`config.mk`:
```
export PLATFORM = sky130hd
export DESIGN_NAME = axi_master_arb_mux_w
export DESIGN_NICKNAME = d
export VERILOG_FILES = /design/src/rtl/axi_master_arb_mux_w.sv
export SDC_FILE = /design/constraint.sdc
export NUM_CORES = 1
export LEC_CHECK = 0
export CORE_AREA = 2 2 213 215
export CTS_CLUSTER_DIAMETER = 120
export DETAILED_ROUTE_END_ITERATION = 10
export DIE_AREA = 0 0 215 217
export PLACE_DENSITY = 0.34
export SETUP_SLACK_MARGIN = 0.02
export SYNTH_ARGS = -nofsm -noshare
export SYNTH_HDL_FRONTEND = slang
export SYNTH_SLANG_ARGS = --single-unit
```
`constraint.sdc`:
```
create_clock -name ACLK -period 6 [get_ports ACLK]
set_input_delay 1.5 -clock ACLK [delete_from_list [all_inputs] [get_ports ACLK]]
set_output_delay 1.5 -clock ACLK [all_outputs]
set_load 0.005 [all_outputs]
```
`src/rtl/axi_master_arb_mux_w.sv`:
```
// Write-path arbiter/mux: N AXI4 masters share one slave write port. The grant is held for a
// whole transaction (AW, all W beats through WLAST, then B) and is chosen round-robin or fixed-priority.
module axi_master_arb_mux_w #(
   parameter int NUM_MASTERS = 4,
   parameter int DATA_WIDTH  = 32,
   parameter int ADDR_WIDTH  = 32,
   parameter int ID_WIDTH    = 1,
   parameter int USER_WIDTH  = 1,
   parameter int STRB_WIDTH  = DATA_WIDTH/8,
   parameter int ARB_MODE    = 0,
   parameter int AW_W        = ID_WIDTH + ADDR_WIDTH + 29 + USER_WIDTH,
   parameter int W_W         = ID_WIDTH + DATA_WIDTH + STRB_WIDTH + 1 + USER_WIDTH
) (
   input  logic                        ACLK,
   input  logic                        ARESETn,
   input  logic [NUM_MASTERS*AW_W-1:0] m_aw_pld,
   input  logic [NUM_MASTERS-1:0]      m_awvalid,
   output logic [NUM_MASTERS-1:0]      m_awready,
   input  logic [NUM_MASTERS*W_W-1:0]  m_w_pld,
   input  logic [NUM_MASTERS-1:0]      m_wvalid,
   output logic [NUM_MASTERS-1:0]      m_wready,
   output logic [NUM_MASTERS-1:0]      m_bvalid,
   input  logic [NUM_MASTERS-1:0]      m_bready,
   output logic [AW_W-1:0]             s_aw_pld,
   output logic                        s_awvalid,
   input  logic                        s_awready,
   output logic [W_W-1:0]              s_w_pld,
   output logic                        s_wvalid,
   input  logic                        s_wready,
   input  logic                        s_bvalid,
   output logic                        s_bready,
   output logic [NUM_MASTERS-1:0]      grant
);

   localparam int IDX_W     = (NUM_MASTERS > 1) ? $clog2(NUM_MASTERS) : 1;
   localparam int WLAST_BIT = USER_WIDTH;

   typedef enum logic [1:0] {IDLE, XFER, RESP} state_t;

   state_t                 state_q, state_d;
   logic [NUM_MASTERS-1:0] grant_q, grant_d;
   logic [IDX_W-1:0]       owner_q, owner_d;
   logic [IDX_W-1:0]       last_q, last_d;
   logic                   aw_done_q, aw_done_d;
   logic                   w_done_q, w_done_d;

   logic                   win_found;
   logic [IDX_W-1:0]       win_idx;
   logic [IDX_W-1:0]       cand;
   logic                   xfer, resp;
   logic [AW_W-1:0]        own_aw_pld;
   logic [W_W-1:0]         own_w_pld;
   logic                   own_awvalid, own_wvalid, own_bready;
   logic                   aw_hs, w_last_hs, b_hs;

   // Round-robin scans from last owner + 1; fixed mode scans from index 0.
   always_comb begin
      win_found = 1'b0;
      win_idx   = '0;
      cand      = '0;
      for (int i = 0; i < NUM_MASTERS; i++) begin
         if (ARB_MODE == 1) begin
            cand = IDX_W'(i);
         end else begin
            cand = IDX_W'((int'(last_q) + 1 + i) % NUM_MASTERS);
         end
         if (!win_found && m_awvalid[cand]) begin
            win_found = 1'b1;
            win_idx   = cand;
         end
      end
   end

   assign xfer        = (state_q == XFER);
   assign resp        = (state_q == RESP);
   assign own_aw_pld  = m_aw_pld[int'(owner_q)*AW_W +: AW_W];
   assign own_w_pld   = m_w_pld[int'(owner_q)*W_W +: W_W];
   assign own_awvalid = m_awvalid[owner_q];
   assign own_wvalid  = m_wvalid[owner_q];
   assign own_bready  = m_bready[owner_q];

   assign s_awvalid = xfer & own_awvalid & ~aw_done_q;
   assign s_wvalid  = xfer & own_wvalid & ~w_done_q;
   assign s_bready  = resp & own_bready;
   assign s_aw_pld  = (state_q != IDLE) ? own_aw_pld : '0;
   assign s_w_pld   = (state_q != IDLE) ? own_w_pld : '0;
   assign grant     = grant_q;

   assign aw_hs     = s_awvalid & s_awready;
   assign w_last_hs = s_wvalid & s_wready & own_w_pld[WLAST_BIT];
   assign b_hs      = s_bvalid & s_bready;

   genvar gi;
   generate
      for (gi = 0; gi < NUM_MASTERS; gi++) begin : g_master
         assign m_awready[gi] = grant_q[gi] & xfer & s_awready & ~aw_done_q;
         assign m_wready[gi]  = grant_q[gi] & xfer & s_wready & ~w_done_q;
         assign m_bvalid[gi]  = grant_q[gi] & resp & s_bvalid;
      end
   endgenerate

   always_comb begin
      state_d   = state_q;
      grant_d   = grant_q;
      owner_d   = owner_q;
      last_d    = last_q;
      aw_done_d = aw_done_q;
      w_done_d  = w_done_q;
      case (state_q)
         IDLE: begin
            if (win_found) begin
               state_d   = XFER;
               grant_d   = {{(NUM_MASTERS-1){1'b0}}, 1'b1} << win_idx;
               owner_d   = win_idx;
               aw_done_d = 1'b0;
               w_done_d  = 1'b0;
            end
         end
         XFER: begin
            if (aw_hs) aw_done_d = 1'b1;
            if (w_last_hs) w_done_d = 1'b1;
            // Both halves may complete on the same edge.
            if ((aw_done_q | aw_hs) & (w_done_q | w_last_hs)) state_d = RESP;
         end
         RESP: begin
            if (b_hs) begin
               state_d = IDLE;
               grant_d = '0;
               last_d  = owner_q;
            end
         end
         default: state_d = IDLE;
      endcase
   end

   always_ff @(posedge ACLK or negedge ARESETn) begin
      if (!ARESETn) begin
         state_q   <= IDLE;
         grant_q   <= '0;
         owner_q   <= '0;
         last_q    <= IDX_W'(NUM_MASTERS - 1);
         aw_done_q <= 1'b0;
         w_done_q  <= 1'b0;
      end else begin
         state_q   <= state_d;
         grant_q   <= grant_d;
         owner_q   <= owner_d;
         last_q    <= last_d;
         aw_done_q <= aw_done_d;
         w_done_q  <= w_done_d;
      end
   end

endmodule

```
==> impl_metrics.ini, run 1 <==
[clocking]
cts_max_path_buffers = 2
cts.sinks = 12
h-tree-depth = 1
cts_tree = built
ctsResizeCount = 0
insertion_delay_ns = 0.24
post_cts_buffers = 0
cts.clk_slew.worst_paths_ns = 0.04
hold_buffers = 0
cts_buffers = 3
cts_root_buf = clkbuf_16

[worst_setup_path]
critPathKind = in2out
arrival_ns = 3.26
required_ns = 4.50
end_kind = output pin
start_kind = input pin
cp_max_fo = 5

[synth]
ys_warn_count = 0
synth_top_area_cell = mux4_2
ys.flop_type = dfrtp_1
synth_edf_count = 0
ys_types = 32
ys_top_cells_by_area = mux4_2 61%, nor2b_1 17%, dfrtp_1 6.5%
syn_inst = 315
synth_area_sq_mm = 0.003872
synth_nets = 740
yosysTopAreaCellShare = 0.6107
ys_async_sr_fraction = 1.000
avgSynthCellArea_sq_um = 12.29
yosysSeqAreaShare = 0.07819
ys_seq_elements = 12

[power_and_ir_drop]
p_per_area_mw_per_mm2 = 311.9
ir_worst_vdd_mv = 0.2504
leakage_nw = 3.439

[placement]
gpl.final_weighted_congestion = 0.7674
portBuffers = 545
hpwl_microns = 24130

[global_route]
antenna_found_initial = 2
grt_pass1_wl_microns = 40000
grt_max_degree = 76
grtUsageTotal = 0.1155
overflow = 0
first_global_vias = 5684

[floorplanning]
fp.dieW_microns = 215
core-area_sq_mm = 0.04470
initial_core_util = 0.08664
rows = 78
pin_count = 546
die_area_sq_mm = 0.04666
fp.dieH_microns = 217

[sta]
setup_tns_ns = 0
rsz0062_at_grt = false
slew_viol_final = 0
max_clock_freq_ghz = 0.2103
hold_slack_ns = 0.5125
setup_viol = 0
final.setup_skew_ns = 0.001895
worstMarginPinSlew_ns = 0.9039
period_share = 0.7926
max-slew-margin-rel = 0.3908
hold_viol_final = 0
fin_crit_ns = 4.756

[routing]
wirelength_microns = 28610
viasPerCell = 3.569
dr.pass1.iters = 4
drt_iter0_drc = 182
route.detailed.drc = 0
vias = 5118
final_antenna_net_count = 0
wl_per_cell_microns = 19.95

[finish]
syn2layout_area_growth_pct = 160.5
fin_nets = 1260
n_antenna_cell = 0
fill_cells = 4882
drive_gt1_frac = 0.1487

[status]
status = complete, no violations

[job]
maxCapViolCount = 0

[worst_hold_path]
hp-class = reg2reg
[cells in the mapped netlist (all sizes together), types with 2 or more instances]
| cell | number |
|---|---|
| dfstp | 2 |
| clkbuf | 15 |
| dfrtp | 10 |
| and3b | 2 |
| a22o | 4 |
| nor2 | 2 |
| nand2 | 4 |
| mux2 | 2 |
| a21oi | 4 |
| nor3b | 4 |
| and2 | 13 |
| inv | 3 |
| nand2b | 3 |
| o2bb2ai | 2 |
| mux4 | 105 |
| buf | 21 |
| o21ai | 5 |
| nor2b | 103 |
[routing by layer]
metal | share of wire | routed length, microns | GRT usage | vias up
met1 | 0.39 | 11050 | 0.1352 | 2475
li1 | - | - | - | 2311
met4 | 0.0022 | 62 | 0.004828 | 2
met5 | 0.00045 | 13 | 0 | -
met3 | 0.093 | 2664 | 0.03690 | 6
met2 | 0.52 | 14820 | 0.2155 | 324
[registers in the layout, summed over array words and instances, names as in the netlist]
| register | cells |
|---|---|
| aw_done_q | 1 |
| grant | 4 |
| last_q | 2 |
| owner_q | 2 |
| state_q | 2 |
| w_done_q | 1 |
[cell usage in the layout (no fill, tap or decap)]
cell type and count:
dfstp_2 2, clkbuf_8 1, and4_1 1, a21bo_2 1, nor3b_1 4, a21oi_1 4, mux4_2 105, and3_1 1
clkbuf_16 3, dfrtp_1 8, o2bb2ai_1 2, nor2b_1 103, nor2_1 1, o22a_1 1, nor3_1 1, mux2i_1 1
o22ai_1 1, o21bai_1 1, o41ai_2 1, dfrtp_4 2, nor2_4 1, nand2b_1 3, a211o_1 1, mux2_2 2
a22o_1 4, buf_4 4, and3b_1 2, nand2_1 4, a211oi_1 1, and2_1 13, o21ai_0 5, buf_12 2
clkdlybuf4s50_1 545, inv_1 3
[cell type report]
class	instances	area [sq um]	area share
Tap cell	600	750.7	0.07441
Multi-Input combinational cell	264	3402	0.3372
Inverter	3	11.26	0.001116
Timing Repair Buffer	551	5525	0.5477
Clock buffer	4	88.84	0.008806
Sequential cell	12	310.3	0.03076
[through the flow]
stage	setup WS [ns]	area, sq um	total power [W]	util	std cells
CTS	1.181	10090	0.003251	0.2257	1434
detailed placement	1.194	10000	0.003097	0.2237	1430
floorplan	2.350	3872	0.001513	-	315
finish	1.244	10090	0.003147	0.2257	1434
global placement	1.191	10000	0.003137	0.2237	1430
global route	1.121	10090	0.003398	0.2257	1434
[critical path, cell delays in order]
cell,delay (ns)
clkdlybuf4s50_1,0.47
nor3b_1,0.53
and2_1,0.24
clkdlybuf4s50_1,0.52
[worst paths after layout]
check                      startpoint           end  depth (start not counted)  slack (ns)
setup reg to reg           state_q[1]      grant[0]                          5        3.58
hold reg to reg             last_q[0]     last_q[0]                          2        0.51
min in group asynchronous     ARESETn     aw_done_q                          1        1.63
max in group asynchronous     ARESETn    owner_q[1]                          1        3.93
hold / removal              last_q[0]     last_q[0]                          2        0.51
setup / recovery            s_awready  m_awready[0]                          4        1.24
[cell families after synthesis]
logic type / synth area share
muxes: 0.6191
AOI/OAI and AO/OA: 0.04201
and+or+nand+nor: 0.2155
buffers and inverters: 0.04523
DFF: 0.07819
[power by group]
| part | leakage, nW | switching, W | internal (W) |
|---|---|---|---|
| sequential | 0.145 | 0.000113 | 0.000121 |
| combinational | 3.25 | 0.00103 | 0.00174 |
| clock | 0.0442 | 0.0000335 | 0.000100 |
(Power assumes the default switching activity.)
==> run 2: changes to the inputs <==
--- a/config.mk
+++ b/config.mk
@@ -5,11 +5,11 @@
 export SDC_FILE = /design/constraint.sdc
 export NUM_CORES = 1
 export LEC_CHECK = 0
-export CORE_AREA = 2 2 213 215
+export CORE_AREA = 2 2 215 217
 export CTS_CLUSTER_DIAMETER = 120
 export DETAILED_ROUTE_END_ITERATION = 10
-export DIE_AREA = 0 0 215 217
-export PLACE_DENSITY = 0.34
+export DIE_AREA = 0 0 217 219
+export PLACE_DENSITY = 0.33
 export SETUP_SLACK_MARGIN = 0.02
 export SYNTH_ARGS = -nofsm -noshare
 export SYNTH_HDL_FRONTEND = slang
==> constraint.sdc (replaced) <==
create_clock -name ACLK -period 4.6 [get_ports ACLK]
set_input_delay 1.15 -clock ACLK [delete_from_list [all_inputs] [get_ports ACLK]]
set_output_delay 1.15 -clock ACLK [all_outputs]
set_load 0.005 [all_outputs]
==> run 2 against run 1 <==
Global-route usage about the same. Sequential share of layout area barely moved. Clock-buffer cell count is the same. Non-clock buffer count increased by 4. Design area rose by 0.72%. Register-to-register slack worse by 1.1 ns. Clock skew decreased by 0.0010 ns. Hold slack improved by 0.0061 ns. Wire length up 3.6%.
==> impl_metrics.ini, run 2 (synthesis gave the netlist of run 1 again) <==
[finish]
largest_reg_flops = 4
syn2layout_area_growth_pct = 162.4
fill_cells = 4900
final_cell_mix = 545 x clkdlybuf4s50_1, 105 x mux4_2, 103 x nor2b_1, 13 x and2_1, 8 x dfrtp_1
fin_nets = 1264
drive_gt1_frac = 0.1516
final_common_cell = clkdlybuf4s50_1

[sta]
period_share = 0.8886
setup_tns_ns = 0
rsz0062_at_grt = false
worstMarginPinSlew_ns = 0.8184
slew_viol_final = 0
setup_viol = 0
max_clock_freq_ghz = 0.2447
fin_crit_ns = 4.087
hold_viol_final = 0
final.setup_skew_ns = 0.0008732
setup_slack_ns = 0.5125
max-slew-margin-rel = 0.4485

[global_route]
antenna_found_initial = 3
first_global_vias = 5533
grt_pass1_wl_microns = 40420
overflow = 0
grt_max_degree = 53
grtUsageTotal = 0.1155

[worst_setup_path]
rr_worst_depth = 5
required_ns = 3.45
end_kind = output pin
arrival_ns = 2.94
startpoint = m_awvalid[1]
start_kind = input pin
cp_max_fo = 7
crit_chain = clkdlybuf4s50_1, mux4_2, nor3b_1, clkdlybuf4s50_1
critPathKind = in2out
cp_slowest_cell = clkdlybuf4s50_1
slowest_delay_ns = 0.61
reg2reg_from = owner_q[0]
timing.critical_path.mode_cell = clkdlybuf4s50_1

[status]
status = complete, no violations

[power_and_ir_drop]
p_per_area_mw_per_mm2 = 410.2
ir_worst_vdd_mv = 0.2191
leakage_nw = 3.470

[placement]
dp_slack_ns = 0.5250
gpl.final_weighted_congestion = 0.7406
hpwl_microns = 25490
portBuffers = 545

[routing]
viasPerCell = 3.529
drt_iter0_drc = 135
wirelength_microns = 29630
route.detailed.drc = 0
dr.pass1.iters = 4
wl_per_cell_microns = 20.59
final_antenna_net_count = 0
vias = 5078

[floorplanning]
rows = 78
initial_core_util = 0.08589
die_area_sq_mm = 0.04752
fp.dieW_microns = 217
fp.dieH_microns = 219
core-area_sq_mm = 0.04509
pin_count = 546

[job]
maxCapViolCount = 0

[clocking]
cts_tree = built
post_cts_buffers = 0
cts_root_buf = clkbuf_16
hold_buffers = 0
cts.sinks = 12
ctsResizeCount = 0
h-tree-depth = 1
insertion_delay_ns = 0.24
cts_buffers = 3
cts.clk_slew.worst_paths_ns = 0.04
cts_max_path_buffers = 2

[worst_hold_path]
min_from = last_q[0]
hold_path_depth = 2
hp-class = reg2reg
-- run 2: per-stage QoR --
stage / utilization / power [W] / instances / cell area, sq um / hold slack [ns]
after CTS: 0.2253 / 0.004302 / 1438 / 10160 / 0.5205
after detailed placement: 0.2236 / 0.004116 / 1434 / 10080 / 0.5135
after global routing: 0.2253 / 0.004510 / 1438 / 10160 / 0.5503
final: 0.2254 / 0.004168 / 1439 / 10160 / 0.5186
after floorplan: - / 0.001973 / 315 / 3872 / 0.4758
after global placement: 0.2236 / 0.004165 / 1434 / 10080 / 0.5081
-- run 2: final cells by class --
type	count	area, sq um	area share
timing repair buffer	555	5605	0.5517
multi-input combinational	264	3402	0.3348
tap	600	750.7	0.07388
sequential	12	310.3	0.03054
clock buffer	4	78.83	0.007758
inverter	3	11.26	0.001108
antenna	1	2.502	0.0002463
-- run 2: worst paths after layout --
check                                   to  slack, ns
max in group asynchronous       owner_q[0]       2.88
worst max register to register  state_q[1]       2.44
worst max-delay path             s_awvalid       0.51
worst min register to register   last_q[0]       0.52
min in group asynchronous         grant[3]       1.29
worst min-delay path             last_q[0]       0.52
-- run 2: critical path: cells and delay by family --
| kind | cells | cell delay [ns] |
|---|---|---|
| buffers and inverters | 2 | 1.20 |
| AND/OR/NAND/NOR | 1 | 0.25 |
| multiplexers | 1 | 0.34 |
-- run 2: report_power, final --
group          leakage (nW)  internal, W  total (W)  switching, W
registers             0.145     0.000158   0.000287      0.000129
clock network        0.0382     0.000117   0.000160     0.0000439
logic                  3.29      0.00234    0.00372       0.00138
total                  3.47      0.00261    0.00417       0.00156
-- run 2: routing by layer --
| layer | part of all wire | vias to the layer above | track usage |
|---|---|---|---|
| met3 | 0.096 | 4 | 0.03410 |
| met2 | 0.51 | 318 | 0.2158 |
| li1 | - | 2321 | - |
| met5 | 0 | - | 0 |
| met1 | 0.39 | 2435 | 0.1352 |
| met4 | 0.0037 | 0 | 0.007078 |
